[src/rtl/imm_pkg.sv]
// Immediate generator shared types: format enum, opcodes, decode result.
// Imported by the decoder, the handshake interface and the pipeline top.
package imm_pkg;

  typedef enum logic [2:0] {
    IMM_NONE  = 3'd0,
    IMM_I     = 3'd1,
    IMM_S     = 3'd2,
    IMM_B     = 3'd3,
    IMM_U     = 3'd4,
    IMM_J     = 3'd5,
    IMM_SHAMT = 3'd6
  } imm_fmt_e;

  localparam logic [6:0] OPC_JAL    = 7'b1101111;
  localparam logic [6:0] OPC_JALR   = 7'b1100111;
  localparam logic [6:0] OPC_LOAD   = 7'b0000011;
  localparam logic [6:0] OPC_OPIMM  = 7'b0010011;
  localparam logic [6:0] OPC_LUI    = 7'b0110111;
  localparam logic [6:0] OPC_AUIPC  = 7'b0010111;
  localparam logic [6:0] OPC_STORE  = 7'b0100011;
  localparam logic [6:0] OPC_BRANCH = 7'b1100011;
  localparam logic [6:0] OPC_OP     = 7'b0110011;
  localparam logic [6:0] OPC_SYSTEM = 7'b1110011;

  // imm is the 32-bit value; widening to XLEN copies bit 31,
  // which is always 0 for SHAMT, so one sign-extend serves all.
  typedef struct packed {
    logic [31:0] imm;
    imm_fmt_e    fmt;
    logic        illegal;
  } imm_res_t;

  function automatic logic is_shift(input logic [2:0] f3);
    return (f3 == 3'b001) || (f3 == 3'b101);
  endfunction

endpackage

[src/rtl/imm_gen_pipe_if.sv]
// Valid/ready bundle between the decode feeder and the immediate generator.
// master drives instructions and out_ready; slave is the generator.
interface imm_gen_pipe_if #(
  parameter int XLEN  = 32,
  parameter int TAG_W = 8
);
  import imm_pkg::*;

  logic             in_valid;
  logic             in_ready;
  logic [31:0]      inst_code;
  logic [TAG_W-1:0] in_tag;
  logic             out_valid;
  logic             out_ready;
  logic [XLEN-1:0]  imm_out;
  imm_fmt_e         imm_fmt;
  logic             illegal;
  logic [TAG_W-1:0] out_tag;

  modport master (
    output in_valid,
    output inst_code,
    output in_tag,
    output out_ready,
    input  in_ready,
    input  out_valid,
    input  imm_out,
    input  imm_fmt,
    input  illegal,
    input  out_tag
  );

  modport slave (
    input  in_valid,
    input  inst_code,
    input  in_tag,
    input  out_ready,
    output in_ready,
    output out_valid,
    output imm_out,
    output imm_fmt,
    output illegal,
    output out_tag
  );

endinterface

[src/rtl/imm_decode.sv]
// Combinational RV32I/RV64I immediate decoder: instruction -> imm_res_t.
// Result imm is 32 bits; the pipeline widens it to XLEN.
module imm_decode
  import imm_pkg::*;
#(
  parameter int SHAMT_W = 5
) (
  input  logic [31:0] inst,
  output imm_res_t    res
);

  logic [6:0] opc;
  logic [2:0] f3;
  logic       sg;

  assign opc = inst[6:0];
  assign f3  = inst[14:12];
  assign sg  = inst[31];

  always_comb begin
    res         = '0;
    res.fmt     = IMM_NONE;
    res.illegal = 1'b0;
    unique case (1'b1)
      (opc == OPC_JAL): begin
        res.fmt = IMM_J;
        res.imm = {{12{sg}}, inst[19:12], inst[20],
                   inst[30:21], 1'b0};
      end
      (opc == OPC_JALR),
      (opc == OPC_LOAD): begin
        res.fmt = IMM_I;
        res.imm = {{20{sg}}, inst[31:20]};
      end
      (opc == OPC_OPIMM): begin
        if (is_shift(f3)) begin
          res.fmt = IMM_SHAMT;
          res.imm = 32'(inst[20 +: SHAMT_W]);
        end else begin
          res.fmt = IMM_I;
          res.imm = {{20{sg}}, inst[31:20]};
        end
      end
      (opc == OPC_LUI),
      (opc == OPC_AUIPC): begin
        res.fmt = IMM_U;
        res.imm = {inst[31:12], 12'b0};
      end
      (opc == OPC_STORE): begin
        res.fmt = IMM_S;
        res.imm = {{20{sg}}, inst[31:25], inst[11:7]};
      end
      (opc == OPC_BRANCH): begin
        res.fmt = IMM_B;
        res.imm = {{19{sg}}, sg, inst[7], inst[30:25],
                   inst[11:8], 1'b0};
      end
      (opc == OPC_OP),
      (opc == OPC_SYSTEM): begin
        res.fmt = IMM_NONE;
      end
      default: begin
        res.illegal = 1'b1;
      end
    endcase
  end

endmodule

[src/rtl/imm_gen_pipe.sv]
// Pipelined immediate generator: decode, output register, one-entry skid.
// in_ready is registered and high exactly while the skid slot is empty.
module imm_gen_pipe
  import imm_pkg::*;
#(
  parameter int XLEN    = 32,
  parameter int TAG_W   = 8,
  parameter int SHAMT_W = 5
) (
  input logic           clk,
  input logic           rst_n,
  input logic           flush,
  imm_gen_pipe_if.slave bus
);

  typedef struct packed {
    imm_res_t         res;
    logic [TAG_W-1:0] tag;
  } entry_t;

  imm_res_t dec_res;
  entry_t   dec_e;
  entry_t   out_q;
  entry_t   skid_q;
  logic     out_v;
  logic     skid_v;
  logic     acc;
  logic     drain;

  imm_decode #(
    .SHAMT_W (SHAMT_W)
  ) u_dec (
    .inst (bus.inst_code),
    .res  (dec_res)
  );

  always_comb begin
    dec_e     = '0;
    dec_e.res = dec_res;
    dec_e.tag = bus.in_tag;
  end

  assign acc   = bus.in_valid & ~skid_v;
  assign drain = bus.out_ready | ~out_v;

  // Skid only fills while the output is stalled, and in_ready is
  // low whenever it is full, so a skid move never meets an accept.
  always_ff @(posedge clk or negedge rst_n) begin
    if (!rst_n) begin
      out_v  <= 1'b0;
      skid_v <= 1'b0;
      out_q  <= '0;
      skid_q <= '0;
    end else if (flush) begin
      out_v  <= 1'b0;
      skid_v <= 1'b0;
    end else if (drain) begin
      if (skid_v) begin
        out_q  <= skid_q;
        out_v  <= 1'b1;
        skid_v <= 1'b0;
      end else begin
        out_v <= acc;
        if (acc) begin
          out_q <= dec_e;
        end
      end
    end else if (acc) begin
      skid_q <= dec_e;
      skid_v <= 1'b1;
    end
  end

  assign bus.in_ready  = ~skid_v;
  assign bus.out_valid = out_v;
  assign bus.imm_out   = XLEN'($signed(out_q.res.imm));
  assign bus.imm_fmt   = out_q.res.fmt;
  assign bus.illegal   = out_q.res.illegal;
  assign bus.out_tag   = out_q.tag;

endmodule

[src/flat_wrapper.sv]
// flat-port wrapper written by rule: the top's interface ports become plain ports
module imm_gen_pipe_flat import imm_pkg::*;
#(
  parameter int XLEN    = 32,
  parameter int TAG_W   = 8,
  parameter int SHAMT_W = 5
)
  (clk, rst_n, flush, bus_in_valid, bus_inst_code, bus_in_tag, bus_out_ready, bus_in_ready, bus_out_valid, bus_imm_out, bus_imm_fmt, bus_illegal, bus_out_tag);
  imm_gen_pipe_if #(.XLEN(XLEN), .TAG_W(TAG_W)) bus_i ();
  input logic clk;
  input logic rst_n;
  input logic flush;
  input wire logic [$bits(bus_i.in_valid)-1:0] bus_in_valid;
  input wire logic [$bits(bus_i.inst_code)-1:0] bus_inst_code;
  input wire logic [$bits(bus_i.in_tag)-1:0] bus_in_tag;
  input wire logic [$bits(bus_i.out_ready)-1:0] bus_out_ready;
  output wire logic [$bits(bus_i.in_ready)-1:0] bus_in_ready;
  output wire logic [$bits(bus_i.out_valid)-1:0] bus_out_valid;
  output wire logic [$bits(bus_i.imm_out)-1:0] bus_imm_out;
  output wire logic [$bits(bus_i.imm_fmt)-1:0] bus_imm_fmt;
  output wire logic [$bits(bus_i.illegal)-1:0] bus_illegal;
  output wire logic [$bits(bus_i.out_tag)-1:0] bus_out_tag;
  assign bus_i.in_valid = bus_in_valid;
  assign bus_i.inst_code = bus_inst_code;
  assign bus_i.in_tag = bus_in_tag;
  assign bus_i.out_ready = bus_out_ready;
  assign bus_in_ready = bus_i.in_ready;
  assign bus_out_valid = bus_i.out_valid;
  assign bus_imm_out = bus_i.imm_out;
  assign bus_imm_fmt = bus_i.imm_fmt;
  assign bus_illegal = bus_i.illegal;
  assign bus_out_tag = bus_i.out_tag;
  imm_gen_pipe #(.XLEN(XLEN), .TAG_W(TAG_W), .SHAMT_W(SHAMT_W)) u_core (.clk(clk), .rst_n(rst_n), .flush(flush), .bus(bus_i));
endmodule
[config.mk]
export PLATFORM = sky130hd
export DESIGN_NAME = imm_gen_pipe_flat
export DESIGN_NICKNAME = d
export VERILOG_FILES = /design/src/rtl/imm_pkg.sv /design/src/rtl/imm_gen_pipe_if.sv /design/src/rtl/imm_decode.sv /design/src/rtl/imm_gen_pipe.sv /design/src/flat_wrapper.sv
export SDC_FILE = /design/constraint.sdc
export NUM_CORES = 1
export LEC_CHECK = 0
export BUFFER_PORTS_ARGS = -buffer_cell sky130_fd_sc_hd__buf_2
export CORE_UTILIZATION = 50
export DETAILED_ROUTE_END_ITERATION = 10
export GPL_TIMING_DRIVEN = 0
export PLACE_DENSITY = 0.76
export SETUP_SLACK_MARGIN = 0.15
export SLEW_MARGIN = 40
export SYNTH_ARGS = -nofsm -noshare
export SYNTH_HDL_FRONTEND = slang
export SYNTH_HIERARCHICAL = 1
export SYNTH_SLANG_ARGS = --single-unit
export TNS_END_PERCENT = 30
[constraint.sdc]
create_clock -name clk -period 1.35 [get_ports clk]
set_input_delay 0.0675 -clock clk [delete_from_list [all_inputs] [get_ports clk]]
set_output_delay 0.0675 -clock clk [all_outputs]
set_load 0.02 [all_outputs]
# == Yosys cells after proc, flatten, opt, wreduce, memory -nomap -nowiden ==
# Index checks and enable logic that the tools add are counted.
# totals
inputBits,45
reg_bits,90
wordCells,49
out_inout_bits,46
# classes
n_eq_ne,12
n_reduce_logical,9
muxes,12
bitwise,6
# op_table
op,n
$pmux W32 S6,1
$mux W44,2
$mux W35,1
$eq A7 B7 Y1 const B,4
$eq A7 B6 Y1 const B,3
$pmux W3 S6,1
$eq A7 B5 Y1 const B,2
$reduce_or A10 Y1,1
$eq A7 B2 Y1 const B,1
$mux W1,7
$reduce_and A3 Y1,2
$not A1 Y1,4
$reduce_bool A2 Y1,2
$reduce_or A2 Y1,2
$eq A3 B1 Y1 const B,1
$eq A3 B3 Y1 const B,1
$reduce_bool A3 Y1,1
$and A1 B1 Y1,1
$logic_or A1 B1 Y1,1
$or A1 B1 Y1,1

# == Depth between registers and ports, before layout ==
# depth
word_depth,6
ltp_mapped,8
ltp_nobuf,6

# == Cells and area by module ==
# Netlist, hierarchy kept.
# modules_own_cells
mod,cells_each,seq_area_each_um2,instances,area_each_um2
imm_gen_pipe,244,2252.2,1,3952.5
imm_decode,86,0.0,1,596.8

# == Least setup slack after synthesis ==
# No wires, ideal clock.
# synth_timing
path_type,input to register
start,input bus_inst_code[5]
end,"register u_core.out_q, in the netlist u_core/bus.imm_out[17]"
path_slack_ns,-0.376
arrival_time_ns,1.599
path_buffers,1
path_stages,7
setup_time_ns,0.127
required_ns,1.223
path_cell_list,buf_6 > nor2b_1 > and4b_1 > o31ai_2 > o21ai_0 > mux2_2 > mux2_1
# synth_lines
item,line_no,source
"start, declared",flat_wrapper.sv:14,input wire logic [$bits(bus_i.inst_code)-1:0] bus_inst_code;
"end signal, assigned",imm_gen_pipe.sv:59,out_q <= skid_q;
"end, declared",imm_gen_pipe.sv:23,entry_t out_q;

# == Worst setup path in the final report ==
# layout_timing
start,register u_core.out_v (netlist: u_core/bus.out_valid)
end,"register u_core.out_q, in the netlist u_core/bus.imm_out[4]"
# layout_between
elab_chain_cells,3
# layout_lines
item,line_no,source
"start, declared",imm_gen_pipe.sv:25,logic out_v;
"start signal, assigned",imm_gen_pipe.sv:50,out_v <= 1'b0;
"start signal, assigned",imm_gen_pipe.sv:55,out_v <= 1'b0;
"start signal, assigned",imm_gen_pipe.sv:60,out_v <= 1'b1;
$not A1 Y1,imm_gen_pipe.sv:44,assign drain = bus.out_ready | ~out_v;
$or A1 B1 Y1,imm_gen_pipe.sv:44,
$reduce_and A3 Y1 (no line),-,
# Every way passes these cells.
# A chain may end at the register's enable or synchronous reset.

==> results.cfg <==
[sta]
final.setup.tns_ns = -10.52
setup_viol = 88
setup_slack_ns = -0.148
finalCriticalPeriod_ns = 1.50
finalHoldViolations = 0
fin_worst_skew_ns = 0.0121
grt_setup_unrepaired = yes
worstMarginPinSlew_ns = 0.505
fmax_mhz = 668
relSlewSlack_pct = 66.3
whs_ns = 0.0354
finalCritPeriodShare_pct = 111
maxSlewViolCount = 0

[synthesis]
synth.avg_cell_area_um2 = 13.8
netlist_area_um2 = 4550
ys_ff_latch = 90
synthFlopType = dfrtp_1
yosysUniqueCellTypes = 44
synth_fp_nets = 375
yosysSeqAreaShare_pct = 49.5
synth_async_sr_flop_share_pct = 100
synth-edff-count = 0
synth_warnings = 6
syn_inst = 330

[grt]
grt_pass1_vias = 3261
grt_usage_pct = 22.7
grt_overflow = 0
grt_start_max_net_pins = 61
antenna_found_initial = 0
grt_pass1_wl_mm = 16.9

[cells_and_area]
register_area_um2 = 2250
fillers = 620
area_growth_pct = 31.9
layout-drive-gt1-share_pct = 64.9
fin_area_um2 = 6000
num_antenna_cells = 0
multi_input_area_um2 = 2350
layoutNonFillerInstCount = 564
num-nets-final = 496

[pwr]
p_total_mw = 5.93
p_leak_nw = 3.10
power_density_nw_per_um2 = 988
ir_drop_v = 0.000594

[placement]
gp_congestion = 0.883
hpwl_mm = 6.98
port_buffers = 88
place_inst = 527
dpl_cell_area_um2 = 5200

[clocking]
worstSkewPairLatency_ns = 0.36
clockBufferDepth = 2
clk_pin_slew_worst_paths_ns = 0.09
htreeDepth = 3
clock_sinks = 90
cts_buffers = 9
cts_root_buffer = clkbuf_8
cts_tree = yes

[setup_path]
regToRegStartpoint = u_core/bus.out_valid$_DFFE_PN0P_
worstPathArrival_ns = 1.74
cp.required_ns = 1.59
critPathLaunchType = flop
crit_path_start = u_core/bus.out_valid$_DFFE_PN0P_
worstPathMaxFanout = 10
end_kind = flop
setup.worst_path.class = flop to flop

[floorplanning]
die_w_um = 97.4
initial_core_util_pct = 51.9
dieArea_um2 = 9480
ioPinCount = 91
fp.dieH_um = 97.4
rows = 34
coreArea_um2 = 8760

[drt]
drtIter0Drc = 104
vias = 3112
first_pass_iters = 4
post_drt_wl_per_cell_um = 18.7
drc = 0
drt_wl_total_mm = 10.6
ant_nets = 0
post_drt_via_cell_ratio = 5.52

[outcome]
violations = negative setup slack
status = finished with violations

[hold_path]
worstHoldStart = bus_out_ready
hp-class = input port to flop

[run]
drv_cap = 0
[cells by family (layout without fill, tap and decap cells)]
kind of cell	after synthesis	after routing	share of synthesized area, %
muxes	132	132	32.7
AOI/OAI and AO/OA	40	40	6.46
DFF	90	90	49.5
and+or+nand+nor	40	40	6.63
buffers and inverters	28	154	4.73
[power by group]
| part | leakage (nW) | internal, mW | switching [mW] |
|---|---|---|---|
| Combinational | 1.77 | 0.467 | 0.435 |
| Clock | 0.117 | 1.07 | 1.02 |
| Sequential | 1.21 | 2.86 | 0.0811 |
| Total | 3.10 | 4.39 | 1.54 |
[cells in the final DEF, fill, tap and decap left out, drive strengths merged, types with 2 or more instances in the layout]
cell type / Yosys / routed
mux2: 132 / 132
buf: 16 / 114
dfrtp: 90 / 90
o21ai: 14 / 14
clkbuf: 2 / 13
inv: 10 / 12
a21o: 11 / 11
dlygate4sd3: 0 / 10
and2: 7 / 7
nor2: 5 / 5
a22o: 4 / 4
nand3: 4 / 4
nand2b: 3 / 3
clkinv: 0 / 3
nor3: 3 / 3
and3: 3 / 3
bufinv: 0 / 2
nor2b: 2 / 2
a21oi: 2 / 2
or2b: 2 / 2
nand2: 2 / 2
nor3b: 2 / 2
a22oi: 2 / 2
[path summary, 6_finish.rpt]
path                                                          end  slack (ns)  cells after the start
worst min register to register      u_core/skid_q[37]$_DFFE_PN0P_        0.50                      1
max in group asynchronous        u_core/bus.out_valid$_DFFE_PN0P_        0.61                      3
worst max register to register  u_core/bus.imm_out[4]$_DFFE_PN0P_       -0.15                      5
worst max-delay path            u_core/bus.imm_out[4]$_DFFE_PN0P_       -0.15                      5
min in group asynchronous       u_core/bus.imm_out[6]$_DFFE_PN0P_        0.14                      2
worst min-delay path                    u_core/skid_v$_DFFE_PN0P_        0.04                      3
[final cells by class]
type | instances | area share [%]
inverter | 10 | 0.667
buffer | 18 | 4.23
multi-input combinational | 212 | 39.2
clock buffer | 9 | 2.06
timing repair buffer | 110 | 12.3
sequential | 90 | 37.6
tap | 108 | 2.25
clock inverter | 7 | 1.69
[synthesized netlist by cell type (2+ instances only)]
cell	count	area [um2]
mux2_1	9	101
a22o_1	4	35.0
inv_1	10	37.5
dfrtp_1	90	2250
nor3b_1	2	15.0
nor3_1	2	10.0
nand2_1	2	7.51
a21oi_1	2	10.0
or2b_2	2	17.5
and3_1	2	12.5
a21o_2	11	96.3
nand3_1	3	15.0
nand2b_1	3	18.8
buf_6	11	124
and2_1	7	43.8
o21ai_0	13	65.1
nor2_1	4	15.0
buf_4	4	30.0
a22oi_1	2	15.0
mux2_2	123	1390
[per-stage QoR]
step / setup WS, ns / util, %
4_1_cts: -0.162 / 66.1
6_report: -0.148 / 68.5
3_3_place_gp: -0.763 / 58.9
5_1_grt: -0.198 / 68.5
2_1_floorplan: -0.246 / -
3_5_place_dp: -0.603 / 59.3
[what timing repair did]
action | in CTS | in global routing
pin swaps | 3 | 1
endpoints found under the setup margin | 89 | 89
hold endpoints to repair | 100 | 2
hold buffers | 9 | 1
setup buffers | 7 | 1
gates cloned | 1 | 2
gates resized for setup | 47 | 44
[flip-flops by register name, indices dropped and copies added, names as in the netlist]
signal and cells:
u_core/skid_v 1, u_core/bus.imm_fmt 3, u_core/bus.imm_out 32, u_core/skid_q 44
u_core/bus.illegal 1, u_core/bus.out_tag 8, u_core/bus.out_valid 1
[per-layer routing]
layer	GRT usage [%]	vias up	share of wire, %	wire [um]
met2	36.6	91	49	5180
met1	31.4	1568	45	4800
met3	3.31	11	4.3	456
li1	-	1442	-	-
met4	7.92	0	1.2	130
met5	0	-	0	0
[worst max-delay path: stages (launching register included)]
cell and delay (ns):
dfrtp_2 0.42, nor2b_4 0.14, nor3_4 0.16, buf_12 0.19, buf_12 0.16, mux2_4 0.31
Note: power is estimated with default switching activity, not from simulation.
